File: src/rtl/jpeg_pkg.sv
// Shared JPEG coefficient-path definitions: block geometry, run field width
// and the run-length expander state encoding.
package jpeg_pkg;

  localparam int NCOEF_DEFAULT = 64;
  localparam int RUN_W         = 4;
  localparam int ZRL_RUN       = 15;
  localparam int VW_DEFAULT    = 12;

  typedef enum logic [1:0] {
    IDLE  = 2'd0,
    ZEROS = 2'd1,
    VALUE = 2'd2,
    FILL  = 2'd3
  } rle_state_t;

  // One run-length symbol as exchanged between packer and expander.
  typedef struct packed {
    logic [RUN_W-1:0]      run;
    logic [VW_DEFAULT-1:0] value;
    logic                  eob;
  } rle_sym_t;

endpackage

File: src/rtl/jpeg_coef_oreg.sv
// One-entry output register for the coefficient stream. Payload is held
// stable while out_valid_o=1 and out_ready_i=0; the entry is only replaced
// or emptied on a cycle where it is being drained (or is already empty).
module jpeg_coef_oreg #(
  parameter int VW = 12
) (
  input  logic          clk,
  input  logic          rst,
  input  logic          in_valid_i,
  output logic          in_ready_o,
  input  logic [VW-1:0] in_coef_i,
  input  logic [5:0]    in_index_i,
  input  logic          in_last_i,
  input  logic          in_flag_i,
  output logic          out_valid_o,
  input  logic          out_ready_i,
  output logic [VW-1:0] out_coef_o,
  output logic [5:0]    out_index_o,
  output logic          out_last_o,
  output logic          out_flag_o
);

  logic          valid_q;
  logic [VW-1:0] coef_q;
  logic [5:0]    index_q;
  logic          last_q;
  logic          flag_q;

  assign in_ready_o  = !valid_q || out_ready_i;
  assign out_valid_o = valid_q;
  assign out_coef_o  = coef_q;
  assign out_index_o = index_q;
  assign out_last_o  = last_q;
  assign out_flag_o  = flag_q;

  // Load a new entry only when the current one is absent or leaving.
  always_ff @(posedge clk) begin
    if (rst) begin
      valid_q <= 1'b0;
      coef_q  <= '0;
      index_q <= '0;
      last_q  <= 1'b0;
      flag_q  <= 1'b0;
    end else if (in_ready_o) begin
      valid_q <= in_valid_i;
      if (in_valid_i) begin
        coef_q  <= in_coef_i;
        index_q <= in_index_i;
        last_q  <= in_last_i;
        flag_q  <= in_flag_i;
      end
    end
  end

endmodule

File: src/rtl/jpeg_rle_expander.sv
// JPEG run-length expander: turns (run, value) / EOB symbols into exactly
// NCOEF coefficients per block in zigzag order.
// Handshakes: a transfer happens on a rising edge where valid and ready are
// both high; valid never drops and payload never changes until that transfer.
module jpeg_rle_expander
  import jpeg_pkg::*;
#(
  parameter int VW    = 12,
  parameter int NCOEF = NCOEF_DEFAULT
) (
  input  logic             clk,
  input  logic             rst,
  input  logic             s_valid,
  output logic             s_ready,
  input  logic [RUN_W-1:0] s_run,
  input  logic [VW-1:0]    s_value,
  input  logic             s_eob,
  output logic             m_valid,
  input  logic             m_ready,
  output logic [VW-1:0]    m_coef,
  output logic [5:0]       m_index,
  output logic             m_last,
  output logic             err_overflow,
  output logic [1:0]       dbg_state
);

  localparam logic [5:0] LAST_IDX = 6'(NCOEF - 1);

  rle_state_t       state_q, state_d;
  logic [5:0]       idx_q, idx_d;
  logic [RUN_W-1:0] run_q, run_d;   // zeros still to emit, including current
  logic [VW-1:0]    val_q, val_d;

  logic          ld_ok;
  logic          accept;
  logic          at_last;
  logic          gen_valid;
  logic [VW-1:0] gen_coef;
  logic          gen_ovf;
  logic          out_ovf;

  assign at_last   = (idx_q == LAST_IDX);
  assign s_ready   = !rst && (state_q == IDLE) && ld_ok;
  assign accept    = s_valid && s_ready;
  assign dbg_state = state_q;

  // Produce at most one coefficient per cycle whenever the output slot is free.
  // The symbol's first coefficient is generated in its acceptance cycle.
  always_comb begin
    state_d   = state_q;
    idx_d     = idx_q;
    run_d     = run_q;
    val_d     = val_q;
    gen_valid = 1'b0;
    gen_coef  = '0;
    gen_ovf   = 1'b0;
    if (ld_ok) begin
      case (state_q)
        IDLE: begin
          if (accept) begin
            gen_valid = 1'b1;
            val_d     = s_value;
            if (s_eob) begin
              state_d = at_last ? IDLE : FILL;
            end else if (s_run != '0) begin
              run_d = s_run - 4'd1;
              if (at_last) begin
                gen_ovf = 1'b1;            // value would land past the block
                state_d = IDLE;
              end else begin
                state_d = (s_run == 4'd1) ? VALUE : ZEROS;
              end
            end else begin
              gen_coef = s_value;
              state_d  = IDLE;
            end
          end
        end
        ZEROS: begin
          gen_valid = 1'b1;
          run_d     = run_q - 4'd1;
          if (at_last) begin
            gen_ovf = 1'b1;
            state_d = IDLE;
          end else if (run_q == 4'd1) begin
            state_d = VALUE;
          end
        end
        VALUE: begin
          gen_valid = 1'b1;
          gen_coef  = val_q;
          state_d   = IDLE;
        end
        FILL: begin
          gen_valid = 1'b1;
          if (at_last) state_d = IDLE;
        end
        default: state_d = IDLE;
      endcase
      if (gen_valid) idx_d = at_last ? 6'd0 : idx_q + 6'd1;
    end
  end

  // Symbol/FSM state; reset discards any partial block silently.
  always_ff @(posedge clk) begin
    if (rst) begin
      state_q <= IDLE;
      idx_q   <= '0;
      run_q   <= '0;
      val_q   <= '0;
    end else begin
      state_q <= state_d;
      idx_q   <= idx_d;
      run_q   <= run_d;
      val_q   <= val_d;
    end
  end

  jpeg_coef_oreg #(.VW(VW)) u_oreg (
    .clk         (clk),
    .rst         (rst),
    .in_valid_i  (gen_valid),
    .in_ready_o  (ld_ok),
    .in_coef_i   (gen_coef),
    .in_index_i  (idx_q),
    .in_last_i   (at_last),
    .in_flag_i   (gen_ovf),
    .out_valid_o (m_valid),
    .out_ready_i (m_ready),
    .out_coef_o  (m_coef),
    .out_index_o (m_index),
    .out_last_o  (m_last),
    .out_flag_o  (out_ovf)
  );

  // The overflow flag travels with the truncated coefficient and pulses on
  // the cycle that coefficient is handed over.
  assign err_overflow = m_valid && m_ready && out_ovf;

endmodule
File: config.mk
export PLATFORM = sky130hd
export DESIGN_NAME = jpeg_rle_expander
export DESIGN_NICKNAME = d
export VERILOG_FILES = /design/src/rtl/jpeg_pkg.sv /design/src/rtl/jpeg_coef_oreg.sv /design/src/rtl/jpeg_rle_expander.sv
export SDC_FILE = /design/constraint.sdc
export NUM_CORES = 1
export LEC_CHECK = 0
export CORE_UTILIZATION = 45
export CTS_CLUSTER_DIAMETER = 80
export DETAILED_ROUTE_END_ITERATION = 8
export PLACE_DENSITY = 0.79
export REMOVE_ABC_BUFFERS = 1
export SLEW_MARGIN = 5
export SYNTH_ARGS = -nofsm -noshare
export SYNTH_HDL_FRONTEND = slang
export SYNTH_HIERARCHICAL = 1
export SYNTH_SLANG_ARGS = --single-unit
File: constraint.sdc
create_clock -name clk -period 2.84 [get_ports clk]
set_input_delay 0.284 -clock clk [delete_from_list [all_inputs] [get_ports clk]]
set_output_delay 0.284 -clock clk [all_outputs]
set_load 0.03 [all_outputs]
* Word-level counts from Yosys, hierarchy flattened
Index checks and enable logic that the tools add are counted.
Widths: inputs -> output; s select.
** Cells by class
- Mux-type cells :: 28
- Eq/ne operators :: 11
- $add $sub $neg :: 3
- Reduce and logical (&&, ||, !) cells :: 17
** Operator list (number)
- $mux 12 :: 3
- $pmux 12 s2 :: 1
- $mux 2 :: 9
- $mux 4 :: 3
- $eq 4x1->1 const B :: 2
- $pmux 2 s4 :: 1
- $pmux 4 s2 :: 1
- $sub 4x1->4 const B :: 2
- $mux 1 :: 7
- $add 6x1->6 const B :: 1
- $eq 6x6->1 const B :: 1
- $mux 6 :: 1
- $ne 2x2->1 const B :: 3
- $logic_and 1x1->1 :: 5
- $reduce_and 5->1 :: 1
- $eq 2x2->1 const B :: 2
- $pmux 1 s2 :: 2
- $reduce_and 2->1 :: 2
- $reduce_and 4->1 :: 1
- $reduce_bool 4->1 :: 1
- $ne 3x3->1 const B :: 1
- $reduce_and 3->1 :: 1
- $reduce_or 3->1 :: 1
- $eq 2x1->1 const B :: 1
- other kinds (5) :: 6
** Word-level totals
- Input bits :: 21
- Word-level logic and storage cells :: 68
- Output and inout port bits :: 24
- Flip-flop bits (word level) :: 45

* Depth between registers and ports, before layout
- Depth in word-level cells :: 9
- Mapped depth :: 11
- Mapped depth without buffers :: 8

* Cells and area by module
The synthesis kept the hierarchy.
** By module, submodules not included
- jpeg_rle_expander :: cells an instance 180, area an instance 1471.4 sq um, times used 1
- jpeg_coef_oreg :: cells an instance 96, area an instance 985.9 sq um, times used 1

* Least setup slack after synthesis
Ideal clock, no wire load.
- Path kind :: register to register
- From :: reg u_oreg.valid_q (netlist: u_oreg/out_valid_o)
- To :: reg u_oreg.coef_q[11] (netlist: u_oreg/out_coef_o[11])
- Setup slack :: 0.469 ns
- Data required time :: 2.770 ns
- Data arrival time :: 2.300 ns
- Buffers on the path :: 3
- Cell stages (with the launch flop) :: 12
- Period minus slack after synthesis :: 2.371 ns
- Path through :: dfxtp_1 > nand2b_4 > buf_6 > buf_2 > or4b_4 > clkinv_4 > and4_1 > buf_4 > a22oi_1 > nor3b_1 > nand3_1 > a21oi_2
** On the way
- Elaborated cells between the ends (all ways) :: 11
- Classes of those cells :: 6 x mux; 5 x reduce/logical
** RTL lines
- from (decl) :: RTL line jpeg_coef_oreg.sv:23 : logic valid_q;
- from (signal assigned) :: RTL line jpeg_coef_oreg.sv:45 : valid_q <= in_valid_i;
- $logic_not 1->1 :: RTL line jpeg_coef_oreg.sv:29 : assign in_ready_o = !valid_q || out_ready_i;
- $logic_or 1x1->1 :: RTL line jpeg_coef_oreg.sv:29
- net ld_ok :: RTL line jpeg_rle_expander.sv:34 : logic ld_ok;
- $logic_and 1x1->1 :: RTL line jpeg_rle_expander.sv:43 : assign s_ready = !rst && (state_q == IDLE) && ld_ok;
- net s_ready :: RTL line jpeg_rle_expander.sv:14 : output logic s_ready,
- $logic_and 1x1->1 :: RTL line jpeg_rle_expander.sv:44 : assign accept = s_valid && s_ready;
- $mux 12 :: RTL line jpeg_rle_expander.sv:60 : if (accept) begin
- $pmux 12 s2 :: RTL line jpeg_rle_expander.sv:58 : case (state_q)
- net gen_coef[11] :: RTL line jpeg_rle_expander.sv:38 : logic [VW-1:0] gen_coef;
- to (signal assigned) :: RTL line jpeg_coef_oreg.sv:47 : coef_q <= in_coef_i;
- to (decl) :: RTL line jpeg_coef_oreg.sv:24 : logic [VW-1:0] coef_q;
The timed path passes the listed nets, and every way through them passes these cells. The select of a mux whose other input is x is not followed.
A chain may end at the register's enable or synchronous reset.

* Final worst setup path
- From :: in m_ready
- To :: reg u_oreg.coef_q[9] (netlist: u_oreg/out_coef_o[9])
** On the way
- Elaborated cells between the ends (all ways) :: 10
- Classes of those cells :: 6 x mux; 4 x reduce/logical
** RTL lines
- from (decl) :: RTL line jpeg_rle_expander.sv:19 : input logic m_ready,
- $logic_or 1x1->1 :: RTL line jpeg_coef_oreg.sv:29
- net ld_ok :: RTL line jpeg_rle_expander.sv:34
- $logic_and 1x1->1 :: RTL line jpeg_rle_expander.sv:43
- $logic_and 1x1->1 :: RTL line jpeg_rle_expander.sv:44
- $mux 12 :: RTL line jpeg_rle_expander.sv:60
- $pmux 12 s2 :: RTL line jpeg_rle_expander.sv:58
- net gen_coef[9] :: RTL line jpeg_rle_expander.sv:38
The timed path passes the listed nets, and every way through them passes these cells. The select of a mux whose other input is x is not followed.

==> impl_metrics.json <==
{
  "layout_commonest_cell": "dfxtp_1",
  "synthToLayoutAreaGrowth_pct": 22.51,
  "slew_headroom_pct": 50.44,
  "cts-root-to-sink-buffers": 2,
  "postSynthRegisterBits": 45,
  "r2r-start": "dbg_state[1]",
  "timing.rr.end": "u_oreg/out_coef_o[9]",
  "clock-skew-final_ps": 12.49,
  "postSynth.asyncResetShare_pct": 0,
  "sinks_on_clock_net": 45,
  "synthesis.area_um2": 2457,
  "path_clk_slew_ps": 90,
  "postRouteAntennaNets": 0,
  "cellLeakagePower_nw": 1.048,
  "drt_drc_violations_left": 0,
  "via_count": 2062,
  "clk-insertion-delay-late_ps": 310,
  "post_cts_buffers": 0,
  "final_critical_path_setup_slack_ps": 623.1,
  "routabilityCongestion": 0.9068,
  "worst-slew-pin-transition_ps": 741.9,
  "finish.cell_count_without_fillers": 382,
  "final_cell_mix": "45 x dfxtp_1, 42 x clkdlybuf4s50_1, 25 x nand2_1, 23 x nand3_1, 19 x a21bo_1",
  "hold_buffers": 0,
  "fin_crit_sh_pct": 78.06,
  "postLayoutCellArea_um2": 3010,
  "pre_cts_ws_ps": 308.7,
  "hold_path_depth": 2,
  "cts_buffers": 5,
  "track_usage_pct": 19.96,
  "post_synth.cell_area_avg_um2": 8.903,
  "dieHeight_um": 75.90,
  "syn_inst": 276,
  "synth_top_flop_cell": "dfxtp_1",
  "placed_cell_area_um2": 2917,
  "crit_path_arrival_time_ps": 2460,
  "hpwlAfterDp_mm": 3.480,
  "finalWorstPathRequiredPeriod_ps": 2217,
  "wp_data_required_ps": 3090,
  "min_to": "val_q[1]",
  "grt_setup_unrepaired": "no",
  "min_delay_path_class": "register to register",
  "grt_pass1_wl_mm": 8.694,
  "count_of_cells_resized_by_post_cts_repair": 0,
  "routed_wirelength_mm": 5.264,
  "drt-initial-drc-count": 110,
  "design.core.area_um2": 5172,
  "setup_tns_ps": 0,
  "fin_hold_ws_ps": 459.3,
  "pin_count_of_the_biggest_net_entering_global_routing": 63,
  "tritoncts": "done",
  "seq_area_frac_synth_pct": 36.66,
  "timing.critical_path.fanout_max": 7,
  "wl_per_cell_um": 13.78,
  "reg2reg_setup_slack_ps": 690,
  "worstRegToRegCells": 8,
  "synthDistinctLibCells": 49,
  "outcome": "finished, final reports clean",
  "floorplan.rows": 26,
  "clk_root_buf": "clkbuf_8",
  "antenna_found_initial": 0,
  "setup.worst_path.end_class": "register",
  "via_per_inst": 5.398,
  "initial_core_util_pct": 47.51,
  "slew_violations": 0,
  "antennaDiodeCount": 0,
  "post_route_cells_drive_above_1_share_pct": 14.74,
  "clock_tree.htree_level_count": 2,
  "power.total_mw": 2.081,
  "first_global_vias": 1853,
  "postLayoutCoreUtil_pct": 58.20,
  "peak_vdd_ir_mv": 0.4877,
  "clock.fmax_ghz": 0.4511,
  "numPortBuffers": 44,
  "worst_setup_path_startpoint": "m_ready",
  "die_area_um2": 5760,
  "critical_path_class": "input port to register",
  "number_of_enable_type_register_cells_in_the_synthesized_netlist": 0,
  "hold_violations": 0,
  "setup_viol": 0,
  "grt_overflow_total": 0,
  "drtPass1Iterations": 4,
  "yosys_warning_total": 6,
  "die_w_um": 75.90,
  "power.density_cell_area_nw_per_um2": 691.3,
  "timing.max_cap.violations": 0,
  "finalNetCount": 338,
  "boundaryPins": 45,
  "start_point_of_the_worst_hold_path": "val_q[1]",
  "crit_path_start_kind": "input port",
  "placed_cells_incl_taps": 374
}
[sequential cells by signal, indices dropped and copies added (netlist names)]
name	flops
u_oreg/out_index_o	6
dbg_state	2
run_q	4
u_oreg/out_flag_o	1
val_q	12
u_oreg/out_coef_o	12
u_oreg/out_valid_o	1
idx_q	6
u_oreg/out_last_o	1
[layer usage]
metal | share of wire, % | track usage [%]
met4 | 1.5 | 6.173
met5 | 0 | 0
met1 | 48 | 26.78
met2 | 46 | 31.47
met3 | 4.9 | 5.026
[cell families (layout without fill, tap and decap cells)]
kind of cell / count (synthesis) / in the layout / share of synthesized area, %
simple gates: 95 / 95 / 20.77
xor+xnor: 7 / 7 / 2.495
flops: 45 / 45 / 36.66
mux: 3 / 3 / 1.222
fa+ha+maj: 6 / 6 / 3.055
buf+inv: 34 / 70 / 7.179
compound gates: 86 / 86 / 28.62
[cells in the mapped netlist, drive strengths merged (4+ instances only)]
cell type	number	area share (%)
a21oi	36	10
a22oi	12	3.7
clkbuf	10	1.6
ha	6	3.1
a21bo	20	8.1
nor2	10	1.5
xor2	6	2.1
nor3	4	0.81
nand3	23	4.7
nor2b	14	3.6
dfxtp	45	37
buf	14	3.9
inv	9	1.4
nand2	26	4.3
[layout make-up]
type	count	area [um2]
Fill cell	464	2162
Multi-Input combinational cell	197	1380
Sequential cell	45	900.9
Timing Repair Buffer	52	505.5
Tap cell	70	87.58
Clock buffer	5	68.82
Inverter	10	42.54
Clock inverter	3	25.02
[how the worst max path moves through the flow]
stage | to | slack [ps]
global placement | u_oreg/out_coef_o[4] | 340
floorplan | u_oreg/out_coef_o[11] | 370
detailed placement | u_oreg/out_coef_o[9] | 310
global route | u_oreg/out_coef_o[2] | 510
finish | u_oreg/out_coef_o[9] | 620
CTS | u_oreg/out_coef_o[9] | 620
[report_power, final]
| part | leakage, nW | internal, mW | total, mW | switching [mW] |
|---|---|---|---|---|
| clock | 0.0447 | 0.178 | 0.411 | 0.234 |
| combinational | 0.638 | 0.348 | 0.872 | 0.524 |
| sequential | 0.365 | 0.714 | 0.797 | 0.0828 |
[critical path, stage by stage]
cell and delay (ps):
clkdlybuf4s50_1 480, nand2b_4 130, or4b_4 510, clkinv_4 80, and4_1 300, buf_4 190, a22oi_1 100, nor2b_1 160
nand3_1 100, a21oi_2 130
Note: power is estimated with default switching activity, not from simulation.
